<file path="src/rtl/mlx90640_subpage_scheduler_if.sv">
// Pixel-address stream between the subpage scheduler and the per-pixel compensation pipeline.
interface mlx90640_subpage_scheduler_if #(
    parameter int ADDRW = 10
);
    logic             pix_valid;
    logic             pix_ready;
    logic [ADDRW-1:0] pix_addr;

    modport master (output pix_valid, output pix_addr, input pix_ready);
    modport slave  (input pix_valid, input pix_addr, output pix_ready);
endinterface

</file>
<file path="src/rtl/mlx90640_subpage_scheduler.sv">
// Walks the MLX90640 subpage pattern ROM pair once per start and streams, in ascending order,
// the pixel addresses whose pattern bit is set for the latched subpage.
module mlx90640_subpage_scheduler #(
    parameter int DEPTH    = 832,
    parameter int SCAN_LEN = 768,
    localparam int ADDRW   = $clog2(DEPTH)
) (
    input  logic                        clk,
    input  logic                        rst_n,
    input  logic                        start,
    input  logic                        subpage,
    input  logic                        abort,
    output logic [ADDRW-1:0]            rom_addr,
    input  logic                        rom_pg0,
    input  logic                        rom_pg1,
    mlx90640_subpage_scheduler_if.master pix,
    output logic                        busy,
    output logic                        done,
    output logic [ADDRW-1:0]            pix_count
);

    localparam logic [1:0] ST_IDLE  = 2'd0;
    localparam logic [1:0] ST_SCAN  = 2'd1;
    localparam logic [1:0] ST_DRAIN = 2'd2;
    localparam logic [1:0] ST_DONE  = 2'd3;

    localparam logic [ADDRW-1:0] LAST_ADDR = ADDRW'(SCAN_LEN - 1);
    localparam logic [ADDRW-1:0] ADDR_ONE  = ADDRW'(1);
    localparam logic [ADDRW-1:0] ADDR_ZERO = ADDRW'(0);

    logic [1:0]       state_r;
    logic [1:0]       state_nxt_s;
    logic             sub_r;
    logic [ADDRW-1:0] issue_cnt_r;
    logic             in_flight_r;
    logic [ADDRW-1:0] flight_addr_r;
    logic [1:0]       occ_r;
    logic [1:0]       occ_nxt_s;
    logic [ADDRW-1:0] head_r;
    logic [ADDRW-1:0] head_nxt_s;
    logic [ADDRW-1:0] tail_r;
    logic [ADDRW-1:0] tail_nxt_s;
    logic             valid_r;
    logic             busy_r;
    logic             done_r;
    logic [ADDRW-1:0] count_r;

    logic             start_acc_s;
    logic             pop_s;
    logic             ret_bit_s;
    logic             push_s;
    logic [2:0]       credit_s;
    logic             issue_en_s;
    logic             last_issue_s;
    logic             drained_s;

    assign rom_addr      = issue_cnt_r;
    assign pix.pix_valid = valid_r;
    assign pix.pix_addr  = head_r;
    assign busy          = busy_r;
    assign done          = done_r;
    assign pix_count     = count_r;

    // Issue credit, ROM return qualification and FSM next state.
    always_comb begin
        start_acc_s = (state_r == ST_IDLE) & start & ~abort;
        pop_s       = valid_r & pix.pix_ready;
        ret_bit_s   = sub_r ? rom_pg1 : rom_pg0;
        push_s      = in_flight_r & ret_bit_s;
        // Counting this cycle's pop keeps one read in flight while the sink drains, so 1 pixel/clk holds.
        credit_s    = {2'b00, in_flight_r} + {1'b0, occ_r} - {2'b00, pop_s};
        if (state_r == ST_SCAN) begin
            issue_en_s = (credit_s < 3'd2);
        end else begin
            issue_en_s = 1'b0;
        end
        last_issue_s = issue_en_s & (issue_cnt_r == LAST_ADDR);
        drained_s    = ~in_flight_r & (occ_r == 2'd0);

        state_nxt_s = state_r;
        if (abort) begin
            state_nxt_s = ST_IDLE;
        end else begin
            case (state_r)
                ST_IDLE: begin
                    if (start) begin
                        state_nxt_s = ST_SCAN;
                    end else begin
                        state_nxt_s = ST_IDLE;
                    end
                end
                ST_SCAN: begin
                    if (last_issue_s) begin
                        state_nxt_s = ST_DRAIN;
                    end else begin
                        state_nxt_s = ST_SCAN;
                    end
                end
                ST_DRAIN: begin
                    if (drained_s) begin
                        state_nxt_s = ST_DONE;
                    end else begin
                        state_nxt_s = ST_DRAIN;
                    end
                end
                ST_DONE:  state_nxt_s = ST_IDLE;
                default:  state_nxt_s = ST_IDLE;
            endcase
        end
    end

    // Two-entry skid buffer next-state: head is the presented address, tail the overflow slot.
    always_comb begin
        occ_nxt_s  = occ_r;
        head_nxt_s = head_r;
        tail_nxt_s = tail_r;
        case ({push_s, pop_s})
            2'b10: begin
                if (occ_r == 2'd0) begin
                    head_nxt_s = flight_addr_r;
                end else begin
                    tail_nxt_s = flight_addr_r;
                end
                occ_nxt_s = occ_r + 2'd1;
            end
            2'b01: begin
                head_nxt_s = tail_r;
                occ_nxt_s  = occ_r - 2'd1;
            end
            2'b11: begin
                if (occ_r == 2'd1) begin
                    head_nxt_s = flight_addr_r;
                end else begin
                    head_nxt_s = tail_r;
                    tail_nxt_s = flight_addr_r;
                end
                occ_nxt_s = occ_r;
            end
            default: begin
                occ_nxt_s = occ_r;
            end
        endcase
    end

    // FSM state and the busy/done flags, registered from the next state.
    always_ff @(posedge clk or negedge rst_n) begin
        if (!rst_n) begin
            state_r <= ST_IDLE;
            busy_r  <= 1'b0;
            done_r  <= 1'b0;
            sub_r   <= 1'b0;
        end else begin
            state_r <= state_nxt_s;
            busy_r  <= (state_nxt_s != ST_IDLE);
            done_r  <= (state_nxt_s == ST_DONE);
            if (start_acc_s) begin
                sub_r <= subpage;
            end else begin
                sub_r <= sub_r;
            end
        end
    end

    // Issue counter (drives rom_addr) and the one-deep record of the read in flight.
    always_ff @(posedge clk or negedge rst_n) begin
        if (!rst_n) begin
            issue_cnt_r   <= ADDR_ZERO;
            in_flight_r   <= 1'b0;
            flight_addr_r <= ADDR_ZERO;
        end else if (abort) begin
            issue_cnt_r   <= ADDR_ZERO;
            in_flight_r   <= 1'b0;
            flight_addr_r <= flight_addr_r;
        end else begin
            in_flight_r   <= issue_en_s;
            flight_addr_r <= issue_cnt_r;
            if (start_acc_s) begin
                issue_cnt_r <= ADDR_ZERO;
            end else if (issue_en_s && !last_issue_s) begin
                issue_cnt_r <= issue_cnt_r + ADDR_ONE;
            end else begin
                issue_cnt_r <= issue_cnt_r;
            end
        end
    end

    // Skid buffer storage and the registered pix_valid.
    always_ff @(posedge clk or negedge rst_n) begin
        if (!rst_n) begin
            occ_r   <= 2'd0;
            valid_r <= 1'b0;
            head_r  <= ADDR_ZERO;
            tail_r  <= ADDR_ZERO;
        end else if (abort) begin
            occ_r   <= 2'd0;
            valid_r <= 1'b0;
            head_r  <= head_r;
            tail_r  <= tail_r;
        end else begin
            occ_r   <= occ_nxt_s;
            valid_r <= (occ_nxt_s != 2'd0);
            head_r  <= head_nxt_s;
            tail_r  <= tail_nxt_s;
        end
    end

    // Accepted-pixel counter; survives abort and done so software can read the last scan's total.
    always_ff @(posedge clk or negedge rst_n) begin
        if (!rst_n) begin
            count_r <= ADDR_ZERO;
        end else if (abort) begin
            count_r <= count_r;
        end else if (start_acc_s) begin
            count_r <= ADDR_ZERO;
        end else if (pop_s) begin
            count_r <= count_r + ADDR_ONE;
        end else begin
            count_r <= count_r;
        end
    end

endmodule

</file>
<file path="src/flat_wrapper.sv">
// flat-port wrapper written by rule: the top's interface ports become plain ports
module mlx90640_subpage_scheduler_flat 
#(
    parameter int DEPTH    = 832,
    parameter int SCAN_LEN = 768,
    localparam int ADDRW   = $clog2(DEPTH)
)
  (clk, rst_n, start, subpage, abort, rom_addr, rom_pg0, rom_pg1, busy, done, pix_count, pix_pix_valid, pix_pix_addr, pix_pix_ready);
  mlx90640_subpage_scheduler_if #(.ADDRW((10))) pix_i ();
  input  logic clk;
  input  logic rst_n;
  input  logic start;
  input  logic subpage;
  input  logic abort;
  output logic [ADDRW-1:0] rom_addr;
  input  logic rom_pg0;
  input  logic rom_pg1;
  output logic busy;
  output logic done;
  output logic [ADDRW-1:0] pix_count;
  output wire logic [$bits(pix_i.pix_valid)-1:0] pix_pix_valid;
  output wire logic [$bits(pix_i.pix_addr)-1:0] pix_pix_addr;
  input wire logic [$bits(pix_i.pix_ready)-1:0] pix_pix_ready;
  assign pix_pix_valid = pix_i.pix_valid;
  assign pix_pix_addr = pix_i.pix_addr;
  assign pix_i.pix_ready = pix_pix_ready;
  mlx90640_subpage_scheduler #(.DEPTH(DEPTH), .SCAN_LEN(SCAN_LEN)) u_core (.clk(clk), .rst_n(rst_n), .start(start), .subpage(subpage), .abort(abort), .rom_addr(rom_addr), .rom_pg0(rom_pg0), .rom_pg1(rom_pg1), .pix(pix_i), .busy(busy), .done(done), .pix_count(pix_count));
endmodule
</file>
<file path="config.mk">
export PLATFORM = sky130hd
export DESIGN_NAME = mlx90640_subpage_scheduler_flat
export DESIGN_NICKNAME = d
export VERILOG_FILES = /design/src/rtl/mlx90640_subpage_scheduler_if.sv /design/src/rtl/mlx90640_subpage_scheduler.sv /design/src/flat_wrapper.sv
export SDC_FILE = /design/constraint.sdc
export NUM_CORES = 1
export LEC_CHECK = 0
export CAP_MARGIN = 25
export CORE_UTILIZATION = 34
export CTS_BUF_LIST = sky130_fd_sc_hd__clkbuf_4
export DETAILED_ROUTE_END_ITERATION = 7
export PLACE_DENSITY_LB_ADDON = 0.25
export SLEW_MARGIN = 10
export SYNTH_ARGS = -nofsm -noshare
export SYNTH_HDL_FRONTEND = slang
export SYNTH_SLANG_ARGS = --single-unit
</file>
<file path="constraint.sdc">
create_clock -name clk -period 2.81 [get_ports clk]
set_clock_uncertainty 0.15 [all_clocks]
set_input_delay 0.7025 -clock clk [delete_from_list [all_inputs] [get_ports clk]]
set_output_delay 0.7025 -clock clk [all_outputs]
set_load 0.005 [all_outputs]
</file>
==> results_dict.tcl, run 1 <==
set metrics [dict create \
    regArea_sq_mm 0.00148 \
    worstHoldPathType "primary input to asynchronous set/reset pin" \
    min_period_over_period_pct 97.0 \
    die_x_um 93.9 \
    port_buffers 40 \
    dieArea_sq_mm 0.00881 \
    reg2reg_setup_slack_ps 200 \
    ys_seq_area_share_pct 51.4 \
    wl_mm 6.08 \
    viasPerCell 5.11 \
    grt_pass1_vias 2139 \
    power_mw 1.61 \
    die_h_um 93.9 \
    p_int_mw 1.20 \
    cts.sinks 59 \
    crit_path_end_kind "register" \
    ir_worst_vdd_mv 0.166 \
    maxSlewHeadroom_pct 50.9 \
    cp_data_arrival_time_ps 2920 \
    hold_buffers 0 \
    grt.total_usage_pct 15.5 \
    synth_top_area_share_pct 51.4 \
    io_pins 41 \
    drc 0 \
    hold_viol_final 0 \
    synth_top_cell_by_area "dfrtp_1" \
    comb_power_share_pct 8.4 \
    fin_cells 428 \
    vias 2187 \
    num_rows 33 \
    fmax_mhz 367 \
    diodes 0 \
    drt_iter0_drc 101 \
    cts_made_buffers 9 \
    dpl.hpwl_mm 4.25 \
    synthTopCellsByArea "dfrtp_1 (51%), mux2_2 (8.2%), ha_1 (3.9%)" \
    clk_root_buffer_cell "clkbuf_4" \
    p_leak_nw 1.56 \
    ys_types 45 \
    synth-seq-cells 59 \
    p_sw_mw 0.408 \
    synth_nets 281 \
    start_util_pct 35.1 \
    antenna_found_initial 0 \
    power.density_mw_per_mm2 443 \
    clock_path_buffers 2 \
    syn_avg_cell_area_sq_um 10.9 \
    dpl.cell_count 411 \
    ant_nets 0 \
    power_frac_clock_pct 36.9 \
    rsz0062_at_grt "false" \
    fp.coreArea_sq_mm 0.00818 \
    place_congestion 0.813 \
    min_period_ps 2730 \
    p_seq_share_pct 54.7 \
    sw_frac_of_total_pct 25.4 \
    clkTransAtPathRegs_ps 100 \
    setup_viol 0 \
    grt_max_degree 60 \
    fill_cells 815 \
    clk_latency_ps 410 \
    dr.pass1.iters 4 \
    status "completed" \
    h-tree-depth 3 \
    worstSetupStartpointType "primary input" \
    overflow 0 \
    grt_pass1_wl_mm 10.2 \
    syn_area_sq_mm 0.00287 \
    worst_pin_slew_ps 737 \
    synth_warnings 0 \
    drive_gt1_share_pct 20.1 \
    syn_inst 263 \
    final_nets 336 \
    crit_required_ps 3010 \
    multi_input_area_sq_mm 0.00137 \
    critical_path_class "primary input to register" \
    setup.worst_path.start "pix_pix_ready" \
    wl_per_cell_um 14.2 \
    slew_viol_final 0 \
    syn_to_final_growth_pct 26.4 \
    tritoncts "done" \
    regToRegStartpoint "u_core.pix.pix_valid" \
    critPathMaxFanout 7 \
    cap_viol_max_count 0 \
]
cell usage after synthesis (all sizes together):
| cell | n |
|---|---|
| nor3b | 1 |
| or3 | 5 |
| nand3 | 8 |
| and2 | 2 |
| and3b | 1 |
| dfrtp | 59 |
| nor4 | 4 |
| and4 | 2 |
| fa | 1 |
| nand2b | 4 |
| nor2 | 17 |
| inv | 8 |
| nand2 | 29 |
| xnor2 | 1 |
| o41ai | 2 |
| nand4 | 4 |
| o21a | 1 |
| a21oi | 9 |
| mux2 | 21 |
| o21bai | 1 |
| or2 | 3 |
| a32o | 1 |
| ha | 9 |
| xor2 | 5 |
| o21ai | 15 |
| or4 | 5 |
| a211oi | 1 |
| o31ai | 5 |
| o211ai | 1 |
| clkbuf | 7 |
| o311ai | 2 |
| a31oi | 2 |
| mux2i | 6 |
| a22oi | 11 |
| buf | 3 |
| nand3b | 1 |
| nor2b | 3 |
| nor3 | 2 |
| nor4b | 1 |
routing by layer:
| layer | track usage (%) | share of wire [%] |
|---|---|---|
| met4 | 8.08 | 1.3 |
| met2 | 23.6 | 46 |
| met5 | 0 | 0 |
| met1 | 20.2 | 49 |
| met3 | 4.29 | 3.4 |
cells by family after synthesis:
group | synth area share (%)
multiplexers | 10.3
buffers and inverters | 2.70
AO/OA/AOI/OAI | 11.6
flip-flops | 51.4
adder cells (fa/ha/maj) | 4.62
XOR/XNOR | 2.09
AND/OR/NAND/NOR | 17.2
path summary, 6_finish.rpt:
| path | cells after the start | to |
|---|---|---|
| max | 9 | u_core.rom_addr[5] |
| min | 2 | u_core.state_r[1] |
| max reg2reg | 8 | u_core.rom_addr[5] |
| min reg2reg | 2 | u_core.pix.pix_addr[4] |
| max in group asynchronous | 2 | u_core.rom_addr[8] |
| min in group clk | 2 | u_core.pix.pix_addr[4] |
through the flow:
| stage | util (%) | worst slack [ps] | cell area, sq um | hold WS [ps] | TNS, ps |
|---|---|---|---|---|---|
| floorplan | - | -121 | 2910 | 257 | -570 |
| global placement | 42.5 | -565 | 3480 | 318 | -7030 |
| detailed placement | 42.5 | -618 | 3480 | 323 | -7510 |
| CTS | 44.4 | 103 | 3630 | 295 | 0 |
| global route | 44.4 | 67.0 | 3630 | 327 | 0 |
| finish | 44.4 | 83.1 | 3630 | 265 | 0 |
registers in the layout (all words and copies together), names as in the netlist:
register              cells
u_core.flight_addr_r     10
u_core.pix.pix_addr      10
u_core.pix_count         10
u_core.rom_addr          10
u_core.tail_r            10
u_core.occ_r              2
u_core.state_r            2
u_core.busy               1
u_core.done               1
u_core.in_flight_r        1
u_core.pix.pix_valid      1
u_core.sub_r              1
worst max-delay path: stages:
cell,delay (ps)
dlygate4sd2_1,240
and2_4,150
ha_4,200
nand2b_4,130
fa_1,530
nand3b_4,110
or2_4,280
or4_4,430
a21oi_2,150
cell usage in the layout, fill, tap and decap left out, types with 2 or more instances in the layout:
cell	n
nor2b_1	3
or2_2	2
clkdlybuf4s50_1	38
xor2_1	4
clkbuf_4	10
nand2b_1	3
clkinv_2	3
mux2_2	21
a21oi_1	8
ha_1	8
o41ai_1	2
nor4_1	3
nor3_1	2
nand3_1	8
o311ai_0	2
nand2_1	29
a31oi_1	2
o21ai_0	14
or4_1	4
and4_1	2
or3_1	4
nor2_1	17
buf_4	13
inv_1	8
nand4_1	4
mux2i_1	6
a22oi_1	11
dfrtp_1	59
o31ai_1	5
cell type report:
type	instances	share of cell area [%]
clock buffer	10	2.07
clock inverter	6	1.55
inverter	8	0.828
multi-input combinational	187	37.7
sequential	59	40.7
tap	105	3.62
timing repair buffer	53	13.6
power groups by stage:
stage	registers, mW	clock network, mW	logic (mW)
after floorplan	0.894	0	0.0733
after global placement	0.896	0	0.134
after detailed placement	0.896	0	0.136
after CTS	0.879	0.609	0.139
after global routing	0.883	0.648	0.153
final	0.879	0.593	0.136
repair_timing:
item / 4_1_cts / 5_1_grt
resized for setup: 4 / 0
setup endpoints to repair: 8 / 0
setup buffers: 0 / 0
Power figures use the tool's default switching activity.
==> run 2: changes to the inputs <==
--- a/config.mk
+++ b/config.mk
@@ -6,6 +6,8 @@
 export NUM_CORES = 1
 export LEC_CHECK = 0
 export CAP_MARGIN = 25
+export CELL_PAD_IN_SITES_DETAIL_PLACEMENT = 1
+export CELL_PAD_IN_SITES_GLOBAL_PLACEMENT = 1
 export CORE_UTILIZATION = 34
 export CTS_BUF_LIST = sky130_fd_sc_hd__clkbuf_4
 export DETAILED_ROUTE_END_ITERATION = 7
==> results_dict.tcl, run 2 (synthesized netlist as in run 1, its figures left out) <==
set metrics [dict create \
    status "completed" \
    cap_viol_max_count 0 \
    worst_slack_ps 86.9 \
    fin_cells 435 \
    rsz0062_at_grt "false" \
    io_pins 41 \
    fp.coreArea_sq_mm 0.00818 \
    final_nets 343 \
    grt_pass1_vias 2280 \
    antenna_found_initial 0 \
    dpl.cell_count 412 \
    wl_mm 6.84 \
    preCtsSetupSlack_ps -646 \
    critical_path_class "primary input to register" \
    slew_viol_final 0 \
    min_period_ps 2720 \
    cts_made_buffers 9 \
    crit_path_end_kind "register" \
    port_buffers 40 \
    clk_latency_ps 400 \
    final_common_cell "dfrtp_1" \
    die_h_um 93.9 \
    ant_nets 0 \
    dpl.hpwl_mm 4.82 \
    dieArea_sq_mm 0.00881 \
    final_cell_mix "dfrtp_1 (59), clkdlybuf4s50_1 (38), nand2_1 (29)" \
    drive_gt1_share_pct 22.4 \
    setup_viol 0 \
    diodes 0 \
    cp_data_arrival_time_ps 2860 \
    power_mw 1.55 \
    hold_buffers 0 \
    grt_pass1_wl_mm 11.7 \
    h-tree-depth 3 \
    grtUsageMet1_pct 23.5 \
    drc 0 \
    fill_cells 930 \
    critPathMaxFanout 6 \
    start_util_pct 35.1 \
    crit_required_ps 2950 \
    p_leak_nw 1.59 \
    timing.hold.ws_ps 296 \
    crit_chain "clkdlybuf4s15_1, and2_4, ha_4, nand2b_4, fa_1, nand3b_4, or2_4, buf_4, o31ai_1, a21oi_2" \
    num_rows 33 \
    place_congestion 0.772 \
    clock_path_buffers 2 \
    worst_pin_slew_ps 769 \
    grt_use_met2_pct 27.5 \
    tritoncts "done" \
    dr.pass1.iters 4 \
    ir_worst_vdd_mv 0.170 \
    grt_max_degree 60 \
    fmax_mhz 367 \
    grt.total_usage_pct 17.4 \
    die_x_um 93.9 \
    clkTransAtPathRegs_ps 110 \
    worstSetupStartpointType "primary input" \
    cts.sinks 59 \
    viasPerCell 5.20 \
    worstHoldPathType "primary input to asynchronous set/reset pin" \
    grt.busiest_layer "met2" \
    critPathMaxStageDelay_ps 550 \
    maxSlewHeadroom_pct 48.7 \
    drt_iter0_drc 100 \
    clk_root_buffer_cell "clkbuf_4" \
    syn_to_final_growth_pct 27.9 \
    vias 2263 \
    grt_use_met3_pct 2.91 \
    overflow 0 \
    min_period_over_period_pct 96.9 \
    wl_per_cell_um 15.7 \
    hold_viol_final 0 \
    cpMaxStageDelayCell "fa_1" \
    power.density_mw_per_mm2 421 \
]
==> run 2: worst paths after layout <==
| check | from | endpoint | slack, ps | depth (start not counted) |
|---|---|---|---|---|
| max | pix_pix_ready | u_core.rom_addr[3] | 90 | 10 |
| min in group clk | u_core.pix.pix_addr[1] | u_core.pix.pix_addr[1] | 340 | 2 |
| max in group asynchronous | rst_n | u_core.rom_addr[6] | 1700 | 2 |
| max reg2reg | u_core.pix.pix_valid | u_core.rom_addr[3] | 150 | 9 |
| min reg2reg | u_core.pix.pix_addr[1] | u_core.pix.pix_addr[1] | 340 | 2 |
| min | rst_n | u_core.pix_count[4] | 300 | 2 |
==> run 2: worst max-delay path, delay by kind of cell <==
kind	cells	cell delay (ps)
AOI/OAI and AO/OA	2	430
adders and majority gates	2	750
and+or+nand+nor	4	660
buffers and inverters	2	310
==> run 2: layer usage <==
metal | wire length, um | part of all wire, % | up-vias
li1 | - | - | 1078
met1 | 3410 | 50 | 1152
met2 | 3200 | 47 | 27
met3 | 152 | 2.2 | 6
met4 | 85 | 1.2 | 0
met5 | 0 | 0 | -
==> run 2: where the power goes <==
part           internal, mW  leakage, nW  total [mW]  switching [mW]
clock network         0.197       0.0626       0.511           0.314
logic                0.0751        0.707       0.156          0.0807
registers             0.865        0.818       0.880          0.0147
total                  1.14         1.59        1.55           0.410
==> run 2: layout make-up <==
cell class                      count  area (sq um)  area share (%)
Timing Repair Buffer               60           546            14.9
Multi-Input combinational cell    187          1380            37.5
Sequential cell                    59          1480            40.2
Clock inverter                      5          30.0           0.818
Inverter                            8          30.0           0.818
Tap cell                          105           131            3.58
Clock buffer                       11          82.6            2.25
==> run 2: metrics by stage <==
stage	instance area, sq um	util [%]	TNS [ps]
2_1_floorplan	2910	-	-570
3_3_place_gp	3490	42.6	-7330
3_5_place_dp	3490	42.6	-8410
4_1_cts	3650	44.7	0
5_1_grt	3670	44.9	0
6_report	3670	44.9	0
==> run 2: what timing repair did <==
item / in CTS / in global routing
pin swaps: 4 / 3
cloned: 1 / 0
buffers inserted: 6 / 0
endpoints found under the setup margin: 9 / 3
gates resized for setup: 2 / 5
